[src/rtl/cdc_pkg.sv]
// Shared types and constants for the toggle-handshake clock-domain crossing blocks.
// Holds the controller state encoding, synchronizer depth and timeout defaults.
package cdc_pkg;

    typedef enum logic [1:0] {
        IDLE = 2'd0,
        WAIT = 2'd1,
        ERR  = 2'd2
    } state_e;

    localparam int CDC_SYNC_STAGES     = 2;
    localparam int CDC_TIMEOUT_DEFAULT = 1024;

    // Counter must be able to hold TIMEOUT_CYC itself.
    function automatic int cnt_width(input int timeout_cyc);
        return $clog2(timeout_cyc + 1);
    endfunction

endpackage

[src/rtl/cdc_sync.sv]
// Multi-flop synchronizer for a single level/toggle signal entering the clk domain.
// Depth is set by STAGES; the last flop is the only output.
module cdc_sync
    import cdc_pkg::*;
#(
    parameter int STAGES = CDC_SYNC_STAGES
) (
    input  logic clk,
    input  logic din,
    output logic dout
);

    logic [STAGES-1:0] sync_q;

    // NOTE: synchronizer flops carry no reset; a reset mux in front of the first
    // stage would add logic in the metastability path, and the chain flushes itself.
    always_ff @(posedge clk) begin
        sync_q <= {sync_q[STAGES-2:0], din};
    end

    assign dout = sync_q[STAGES-1];

endmodule

[src/rtl/cdc_xfer_tx.sv]
// Source-side toggle req/ack controller for a multi-bit clock-domain crossing.
// Optional ack timeout with sticky err is enabled by defining CDC_XFER_TIMEOUT_EN.
module cdc_xfer_tx
    import cdc_pkg::*;
#(
    parameter int DATA_W      = 32,
    parameter int TIMEOUT_CYC = CDC_TIMEOUT_DEFAULT
) (
    input  logic              clk,
    input  logic              rst,
    input  logic              in_valid,
    input  logic [DATA_W-1:0] in_data,
    output logic              in_ready,
    output logic              xfer_req,
    output logic [DATA_W-1:0] xfer_data,
    input  logic              xfer_ack_async,
    output logic              xfer_done,
    output logic              busy,
    output logic              err,
    input  logic              err_clr
);

    state_e            state_q, state_d;
    logic              req_q, req_d;
    logic [DATA_W-1:0] data_q, data_d;
    logic              done_q, done_d;
    logic              ack_s;
    logic              accept;
    logic              match;
    logic              timeout;

    cdc_sync #(
        .STAGES (CDC_SYNC_STAGES)
    ) u_ack_sync (
        .clk  (clk),
        .din  (xfer_ack_async),
        .dout (ack_s)
    );

    // Hold off acceptance during the done cycle so accepts are always separated.
    assign in_ready = (state_q == IDLE) && !done_q;
    assign accept   = in_valid && in_ready;
    assign match    = (state_q == WAIT) && (ack_s == req_q);

`ifdef CDC_XFER_TIMEOUT_EN
    localparam int              CNT_W    = cnt_width(TIMEOUT_CYC);
    localparam logic [CNT_W-1:0] CNT_LAST = CNT_W'(TIMEOUT_CYC - 1);

    logic [CNT_W-1:0] cnt_q, cnt_d;
    logic             err_q, err_d;

    // A match in the same cycle as expiry takes priority over the error.
    assign timeout = (state_q == WAIT) && !match && (cnt_q == CNT_LAST);

    always_comb begin
        cnt_d = cnt_q;
        err_d = err_q;
        if (accept) begin
            cnt_d = '0;
        end else if (state_q == WAIT) begin
            cnt_d = cnt_q + 1'b1;
        end
        if (timeout) begin
            err_d = 1'b1;
        end else if ((state_q == ERR) && err_clr) begin
            err_d = 1'b0;
        end
    end

    always_ff @(posedge clk) begin
        if (rst) begin
            cnt_q <= '0;
            err_q <= 1'b0;
        end else begin
            cnt_q <= cnt_d;
            err_q <= err_d;
        end
    end

    assign err = err_q;
`else
    logic        unused_err_clr;
    logic [31:0] unused_timeout_cyc;

    assign timeout            = 1'b0;
    assign err                = 1'b0;
    assign unused_err_clr     = err_clr;
    assign unused_timeout_cyc = 32'(TIMEOUT_CYC);
`endif

    // NOTE: every always_comb output gets a default first so no path leaves a
    // signal unassigned, which would otherwise infer a latch.
    always_comb begin
        state_d = state_q;
        req_d   = req_q;
        data_d  = data_q;
        done_d  = 1'b0;
        case (state_q)
            IDLE: begin
                if (accept) begin
                    data_d  = in_data;
                    req_d   = ~req_q;
                    state_d = WAIT;
                end
            end
            WAIT: begin
                if (match) begin
                    done_d  = 1'b1;
                    state_d = IDLE;
                end else if (timeout) begin
                    state_d = ERR;
                end
            end
`ifdef CDC_XFER_TIMEOUT_EN
            ERR: begin
                if (err_clr) begin
                    state_d = IDLE;
                end
            end
`endif
            default: state_d = IDLE;
        endcase
    end

    // NOTE: state uses non-blocking assignments so every flop samples the values
    // from before the edge; reset is synchronous, so it is tested inside the clocked block.
    always_ff @(posedge clk) begin
        if (rst) begin
            state_q <= IDLE;
            req_q   <= 1'b0;
            data_q  <= '0;
            done_q  <= 1'b0;
        end else begin
            state_q <= state_d;
            req_q   <= req_d;
            data_q  <= data_d;
            done_q  <= done_d;
        end
    end

    assign xfer_req  = req_q;
    assign xfer_data = data_q;
    assign xfer_done = done_q;
    assign busy      = (state_q == WAIT);

endmodule
[config.mk]
export PLATFORM = sky130hd
export DESIGN_NAME = cdc_xfer_tx
export DESIGN_NICKNAME = d
export VERILOG_FILES = /design/src/rtl/cdc_pkg.sv /design/src/rtl/cdc_sync.sv /design/src/rtl/cdc_xfer_tx.sv
export SDC_FILE = /design/constraint.sdc
export NUM_CORES = 1
export LEC_CHECK = 0
export ABC_AREA = 1
export BUFFER_PORTS_ARGS = -buffer_cell sky130_fd_sc_hd__buf_2
export CORE_ASPECT_RATIO = 0.5
export CORE_UTILIZATION = 51
export CTS_BUF_LIST = sky130_fd_sc_hd__clkbuf_4
export DETAILED_ROUTE_END_ITERATION = 6
export PLACE_DENSITY = 0.86
export SYNTH_ARGS = -nofsm -noshare
export SYNTH_HDL_FRONTEND = slang
export SYNTH_SLANG_ARGS = --single-unit
[constraint.sdc]
create_clock -name clk -period 1.9 [get_ports clk]
set_clock_uncertainty 0.1 [all_clocks]
set_input_delay 0.38 -clock clk [delete_from_list [all_inputs] [get_ports clk]]
set_output_delay 0.38 -clock clk [all_outputs]
set_load 0.01 [all_outputs]
==> summary.txt, run 1 <==
Placed design
  • RD Place Congestion: 0.721
  • Count of buffers inserted at the top-level ports: 71
  • Post-detail-place hpwl: roughly 2.3 mm
  • Setup WS pre-CTS: 0.498 ns

Final layout
  • Synth-to-layout area growth: 24.5%
  • Final #Nets: about 330
  • Number of inserted diodes: 0
  • Fraction of final layout cells sized beyond drive strength 1: 0.279
  • Number of fillers in the final layout: 255

Worst setup path
  • Endpoint class of the critical path: primary output
  • CP Buf/Inv Count: 1
  • Signal arrival time at the worst endpoint: 0.97 ns
  • Slowest cell on the critical path: dfxtp_1
  • Worst EP required: between 1 and 1.5 ns
  • Largest fanout on the critical path: 4
  • Slowest cell delay on critical path: around 0.36 ns
  • Crit-path cells: nor2_4, buf_2
  • Critical path type: flop to primary output
  • Critical Path Start Type: flop
  • Crit-path leading delay family: flip-flops

GRT
  • GR Overflow Total: 0
  • Largest net degree at the start of global routing: 48
  • First-pass GRT wire length: roughly 5.2 mm
  • All-layer global routing usage: 0.200
  • Number of antenna violations at the first check in global routing: 0
  • Number of global-route vias before repair: 1,264

Clocking
  • Number of buffers inserted to repair setup after CTS: 0
  • CTS max path bufs: 2
  • TritonCTS sink count: 37
  • Clock transition at the registers of the reported paths: 0.10 ns
  • Latest clock arrival within the worst-skew pair: approximately 0.33 ns
  • Cts hold-fix bufs: 0
  • Post-CTS Resized: 0
  • Cts bufs inserted: 5
  • H-tree Lvls: 2
  • Root buffer cell: clkbuf_4
  • Clock tree from TritonCTS: yes

Routing
  • Starting DRC count in detailed routing: 57
  • 1st-pass router iterations: 4
  • Antenna Violating Nets Remaining: 0
  • Routed length per instance: between 9 and 10 um
  • Via density per instance: about 4.7
  • Wire length after detailed routing: between 3 and 4 mm
  • Number of remaining DRC errors: 0
  • Vias after detailed routing: between 1,500 and 2,000

Synthesis
  • Post-Syn Area per Cell: ~6.9 um^2
  • Flops & latches, synth: 37
  • Post-Syn Area: about 1600 um^2
  • Largest area contributor in the synthesized netlist: dfxtp_1
  • Synth Net Count: approximately 270
  • Yosys warnings: 0
  • Most area-consuming cells after synthesis: dfxtp_1, a21oi_1, nand3_1, nand2_1, nor2_1
  • Post-synth top area share: 0.461
  • Cells after Synth: roughly 230
  • Cell variety after synth: 15
  • Share of the yosys chip area belonging to registers: 0.461

Power and ir drop
  • Standby leakage power: approximately 0.0012 uW
  • Power Dens Cells: a little over 800 nW/um^2
  • Worst vdd ir: 0.513 mV

Floorplan
  • Number of standard-cell rows in the floorplan: 13
  • Die Height: around 42 um
  • CORE AREA: 2780 um^2
  • Die area: ~3400 um^2
  • Starting Density: 0.578
  • Die W: between 80 and 90 um
  • IO Count: 74

Worst hold path
  • Worst hold path type: input pin to flop

Timing
  • Number of hold violations in the final report: 0
  • Final-layout setup total negative slack: 0 ns
  • F_max: 0.690 GHz
  • Period Utilization, post-route: 0.763
  • Worst setup slack after layout: approximately 0.45 ns
  • Final setup violation count: 0
  • Post-layout minimum cycle time: 1.45 ns
  • Count of pins over their slew limit: 0
  • RSZ-0062 raised after global routing: no

Outcome
  • Outcome: finished, final reports clean

Flow run
  • Maxcap violations: 0
worst paths after layout:
kind | start | end | slack (ns) | cells after the start
setup reg to reg | state_q[0] | xfer_data[19] | 0.65 | 5
setup / recovery | state_q[0] | in_ready | 0.45 | 2
hold reg to reg | u_ack_sync.sync_q[0] | u_ack_sync.sync_q[1] | 0.24 | 0
hold / removal | xfer_ack_async | u_ack_sync.sync_q[0] | 0.05 | 1
registers in the layout, summed over array words and instances, names as in the netlist:
| name | flops |
|---|---|
| xfer_req | 1 |
| xfer_data | 32 |
| xfer_done | 1 |
| u_ack_sync.sync_q | 2 |
| state_q | 1 |
cell usage in the layout (no fill, tap or decap), drive strengths merged:
cell,Yosys,routed
clkbuf,6,5
buf,12,76
clkinv,1,4
nor2,37,37
nor3,1,1
inv,34,34
nand3,33,33
conb,1,1
dfxtp,37,37
a21oi,33,33
nand2,36,36
o21bai,1,1
cell families (layout without fill, tap and decap cells):
group                  Yosys count  in the layout  share of synthesized area
AND/OR/NAND/NOR                107            107                      0.278
flip-flops                      37             37                      0.461
AO/OA/AOI/OAI                   34             34                      0.107
buffers and inverters           53            119                      0.152
other                            1              1                    0.00233
through the flow:
step                       util  cell area [um^2]  hold WS (ns)  total power [uW]  instances
after floorplan               -              1610         0.210              1170        232
after CTS                 0.720              2000        0.0347              1680        335
after global placement    0.702              1950         0.211              1280        327
after global routing      0.720              2000        0.0199              1760        335
final                     0.720              2000        0.0476              1650        335
after detailed placement  0.702              1950         0.223              1290        327
routing by layer:
metal | part of all wire | GRT usage | vias to the layer above | wire [um]
met4 | 0.0095 | 0.0643 | 0 | 31
li1 | - | - | 845 | -
met1 | 0.47 | 0.229 | 674 | 1520
met3 | 0.051 | 0.0725 | 5 | 165
met5 | 0 | 0 | - | 0
met2 | 0.47 | 0.347 | 37 | 1530
final cells by class:
type / count / area [um^2] / share of cell area
sequential: 37 / 741 / 0.370
multi-input combinational: 142 / 628 / 0.314
timing repair buffer: 76 / 405 / 0.203
inverter: 35 / 131 / 0.0656
tap: 37 / 46.3 / 0.0231
clock buffer: 5 / 37.5 / 0.0188
clock inverter: 3 / 12.5 / 0.00625
cell usage after synthesis:
library cell,count
clkbuf_1,6
a21oi_1,33
nor2_2,1
nor2_1,36
buf_2,6
nor3_1,1
nand3_1,33
buf_4,2
inv_1,34
nand2_1,36
clkinv_1,1
conb_1,1
dfxtp_1,37
o21bai_1,1
buf_6,4
power by group:
| part | total (uW) | internal (uW) | leakage, uW | switching [uW] |
|---|---|---|---|---|
| clock | 383 | 134 | 0.0000300 | 249 |
| combinational | 384 | 164 | 0.000819 | 220 |
| sequential | 887 | 849 | 0.000307 | 38.3 |
Power figures use the tool's default switching activity.
==> run 2: changes to the inputs <==
Settings changed: ABC_AREA 1 to 0, CORE_UTILIZATION 51 to 40, PLACE_DENSITY 0.86 to 0.76.
Clock period 1.9 ns to 1.25 ns, I/O delays scaled along.
==> run 2 against run 1 <==
  * Sequential power rose by 48%
  * Worst setup slack lost 0.54 ns
  * Synthesized cell count shrank 33%
  * Die area is 4.5% higher
  * The run now ends with negative setup slack left
  * Via count fell by 21%
  * First-iteration DRC count shrank 58%
==> summary.txt, run 2 <==
Worst setup path
  • Most used cell, CP: buf_6
  • FF-to-FF setup slack: -0.06 ns (-0.71 ns)
  • Critical R2R Launch: state_q[0]
  • Destination of the critical timing path: in_ready
  • Crit-path cells: buf_6, nor2_4, buf_6
  • Critical path type: flop to primary output
  • Critical Path Start Type: flop
  • Largest fanout on the critical path: 3 (-1)
  • Worst EP required: 0.90 ns (-0.52 ns)
  • Number of cells on the worst reg-to-reg path: 4 (-1)
  • Beginning of the critical path: state_q[0]
  • Signal arrival time at the worst endpoint: 0.99 ns (+0.02 ns)
  • Endpoint class of the critical path: primary output
  • Slowest cell delay on critical path: 0.37 ns (about the same)
  • Reg-to-reg critical path endpoint: xfer_data[3]
  • Slowest cell on the critical path: dfxtp_4

Timing
  • Count of pins over their slew limit: 0 (unchanged)
  • Number of hold violations in the final report: 0 (unchanged)
  • RSZ-0062 raised after global routing: yes
  • Period Utilization, post-route: 1.07
  • Final setup violation count: 34 (+34)
  • Post-layout minimum cycle time: between 1 and 1.5 ns
  • Worst setup slack after layout: -0.0900 ns (-0.540 ns)
  • F_max: approximately 0.75 GHz

Synthesis
  • Mux cell area share after synthesis: 0 (unchanged)
  • Most used standard cell by instance count after synthesis: nand2_1
  • Most instantiated flip-flop cell in the synthesis netlist: dfxtp_1
  • Adder-Cell Fraction of Synth Area: 0 (unchanged)
  • Flops & latches, synth: 37 (unchanged)
  • Most used standard cells in the synthesized netlist: nand2_1, dfxtp_1, a21oi_1
  • Yosys warnings: 0 (unchanged)
  • Number of synthesized flops with an enable pin: 0 (unchanged)
  • Cell variety after synth: 14 (-1)
  • Synth Area in Compound Gates: 0.125 (+0.0177)
  • Post-Syn Area: 1320 um^2 (-18%)
  • Post-Syn Area per Cell: 8.52 um^2 (+23%)
  • Cells after Synth: 155 (-33%)
  • Largest family of logic cells by synthesized area: simple AND/OR/NAND/NOR gates
  • Most area-consuming cells after synthesis: dfxtp_1, nand2_1, a21oi_1, buf_6, nor3b_4
  • Share of the yosys chip area belonging to registers: 0.561 (+0.100)
  • Asr flop ratio synth: 0 (unchanged)
  • Post-Synth XOR/XNOR Area: 0.0133 (+0.0133)
  • Synth Net Count: 192 (-29%)
  • Largest area contributor in the synthesized netlist: dfxtp_1
  • Synth Area in Simple Gates: 0.221 (-0.0570)
  • Post-synth top area share: 0.561 (+0.100)

GRT
  • Number of global-route vias before repair: 1,099 (-13%)
  • Largest net degree at the start of global routing: 17 (-65%)
  • Number of antenna violations at the first check in global routing: 0 (unchanged)
  • GR Overflow Total: 0 (unchanged)
  • First-pass GRT wire length: 4.51 mm (-13%)
  • Met3 GRT Util: 0.0571 (-0.0154)
  • Global-route track usage on met2: 0.295 (-0.0516)
  • Global routing usage on met1: 0.175 (-0.0537)
  • Most Crowded Layer GR: met2
  • All-layer global routing usage: 0.164 (-0.0363)

Routing
  • Wire length after detailed routing: 2.84 mm (-13%)
  • Vias after detailed routing: 1,240 (-21%)
  • Starting DRC count in detailed routing: 24 (-58%)
  • Routed length per instance: 10.4 um (+7.3%)
  • Via density per instance: 4.54 (-2.5%)
  • Antenna Violating Nets Remaining: 0 (unchanged)
  • 1st-pass router iterations: 4 (unchanged)
  • Number of remaining DRC errors: 0 (unchanged)

Clocking
  • Clock transition at the registers of the reported paths: 0.10 ns (about the same)
  • TritonCTS sink count: 37 (unchanged)
  • Latest clock arrival within the worst-skew pair: 0.33 ns (about the same)
  • Clock tree from TritonCTS: yes
  • Root buffer cell: clkbuf_4
  • CTS max path bufs: 2 (unchanged)
  • H-tree Lvls: 2 (unchanged)
  • Cts bufs inserted: 5 (unchanged)

Placed design
  • Placed cell area: 1690 um^2 (-13%)
  • RD Place Congestion: 0.677 (-6.1%)
  • Total placed cells including tap cells: 263 (-20%)
  • Count of buffers inserted at the top-level ports: 71 (unchanged)
  • Post-detail-place hpwl: 2.02 mm (-12%)

Final layout
  • Fraction of final layout cells sized beyond drive strength 1: 0.421 (+0.142)
  • Largest register FFs: 32 (unchanged)
  • Number of inserted diodes: 0 (unchanged)
  • Final #Nets: 270 (-19%)
  • Synth-to-layout area growth: 39.1%
  • Final Cell Area: 1840 um^2 (-8.3%)
  • Commonest non-fill, non-tap cell in the layout: buf_2
  • Most frequent cells in the layout: buf_2, nand2_1, dfxtp_1, a21oi_1, buf_6
  • Cell Count, Final, Fillers Out: 273 (-19%)
  • Core occupancy in the finished layout: 0.599 (-0.121)

Floorplan
  • Die area: 3550 um^2 (+4.5%)
  • CORE AREA: 3070 um^2 (+10%)
  • Die W: 83.2 um (+2.3%)
  • Starting Density: 0.431 (-0.147)
  • Die Height: 42.6 um (+2.2%)
  • Number of standard-cell rows in the floorplan: 14 (+1)
  • IO Count: 74 (unchanged)

Power and ir drop
  • Power Dens Cells: 1290 nW/um^2 (+56%)
  • Worst vdd ir: 0.636 mV (+24%)
  • Standby leakage power: 0.000890 uW (-23%)
  • Total power: 2360 uW (+43%)

Outcome
  • Outcome: complete, but fails checks
  • Violations in the final reports: negative setup slack

Flow run
  • Maxcap violations: 0 (unchanged)

Worst hold path
  • Worst hold path type: input pin to flop
==> run 2: cell types whose count changed after synthesis, moves of 2 or more <==
cell / before / now
nand2_2: 0 / 2
clkbuf_1: 6 / 4
nand2_1: 36 / 62
buf_2: 6 / 0
buf_6: 4 / 7
nor2_1: 36 / 3
inv_1: 34 / 0
nand3_1: 33 / 0
==> run 2: routing by layer <==
layer	up-vias	part of all wire
met5	-	0
met4	0	0.017
met3	7	0.053
met2	30	0.51
met1	557	0.42
li1	646	-
==> run 2: where the power goes <==
group / internal, uW / leakage [uW] / switching [uW] / total (uW)
Clock: 226 / 0.0000292 / 356 / 582
Combinational: 228 / 0.000555 / 243 / 472
Sequential: 1270 / 0.000306 / 43.3 / 1310
Total: 1720 / 0.000890 / 642 / 2360
==> run 2: how the worst min path moves through the flow <==
stage	slack, ns	to	startpoint	depth (start not counted)
final	0.04	xfer_data[30]	in_data[30]	3
after global routing	0.02	xfer_data[28]	in_data[28]	3
after CTS	0.03	xfer_data[20]	in_data[20]	3
after detailed placement	0.22	u_ack_sync.sync_q[1]	u_ack_sync.sync_q[0]	0
after global placement	0.21	u_ack_sync.sync_q[1]	u_ack_sync.sync_q[0]	0
after floorplan	0.18	u_ack_sync.sync_q[0]	xfer_ack_async	0
==> run 2: timing repair <==
item | 4_1_cts | 5_1_grt
gates resized for setup | 7 | 11
endpoints found under the setup margin | 35 | 37
hold buffers | 1 | 0
cloned | 1 | 0
hold endpoints to repair | 1 | 0
setup buffers | 1 | 0
pin swaps | 1 | 0
==> run 2: cell families (layout without fill, tap and decap cells) <==
kind of cell,Yosys count,in the layout
simple gates,70,70
flops,37,37
compound gates,33,33
buf+inv,12,90
xor+xnor,2,2
other cells,1,1
==> run 2: cell type report <==
class                   instances  area (um^2)
multi-input cells             106          500
well taps                      40         50.0
flip-flops and latches         37          749
fillers                       300         1230
repair buffers                 83          487
clock buffers                   6         45.0
clock inverters                 1         3.75
==> run 2: worst max-delay path, delay by kind of cell, from the launching register on <==
family                 cells  cell delay, ns
buffers and inverters      2            0.22
flip-flops                 1            0.37
AND/OR/NAND/NOR            1            0.07
==> run 2: per-stage QoR <==
stage                     hold WS, ns  setup TNS [ns]  setup slack [ns]
after floorplan                 0.178           -1.88           -0.0664
after global placement          0.211          -0.332           -0.0170
after detailed placement        0.216          -0.690           -0.0453
after CTS                      0.0300           -2.01            -0.134
after global routing           0.0173           -3.39            -0.143
final                          0.0403           -1.72           -0.0900
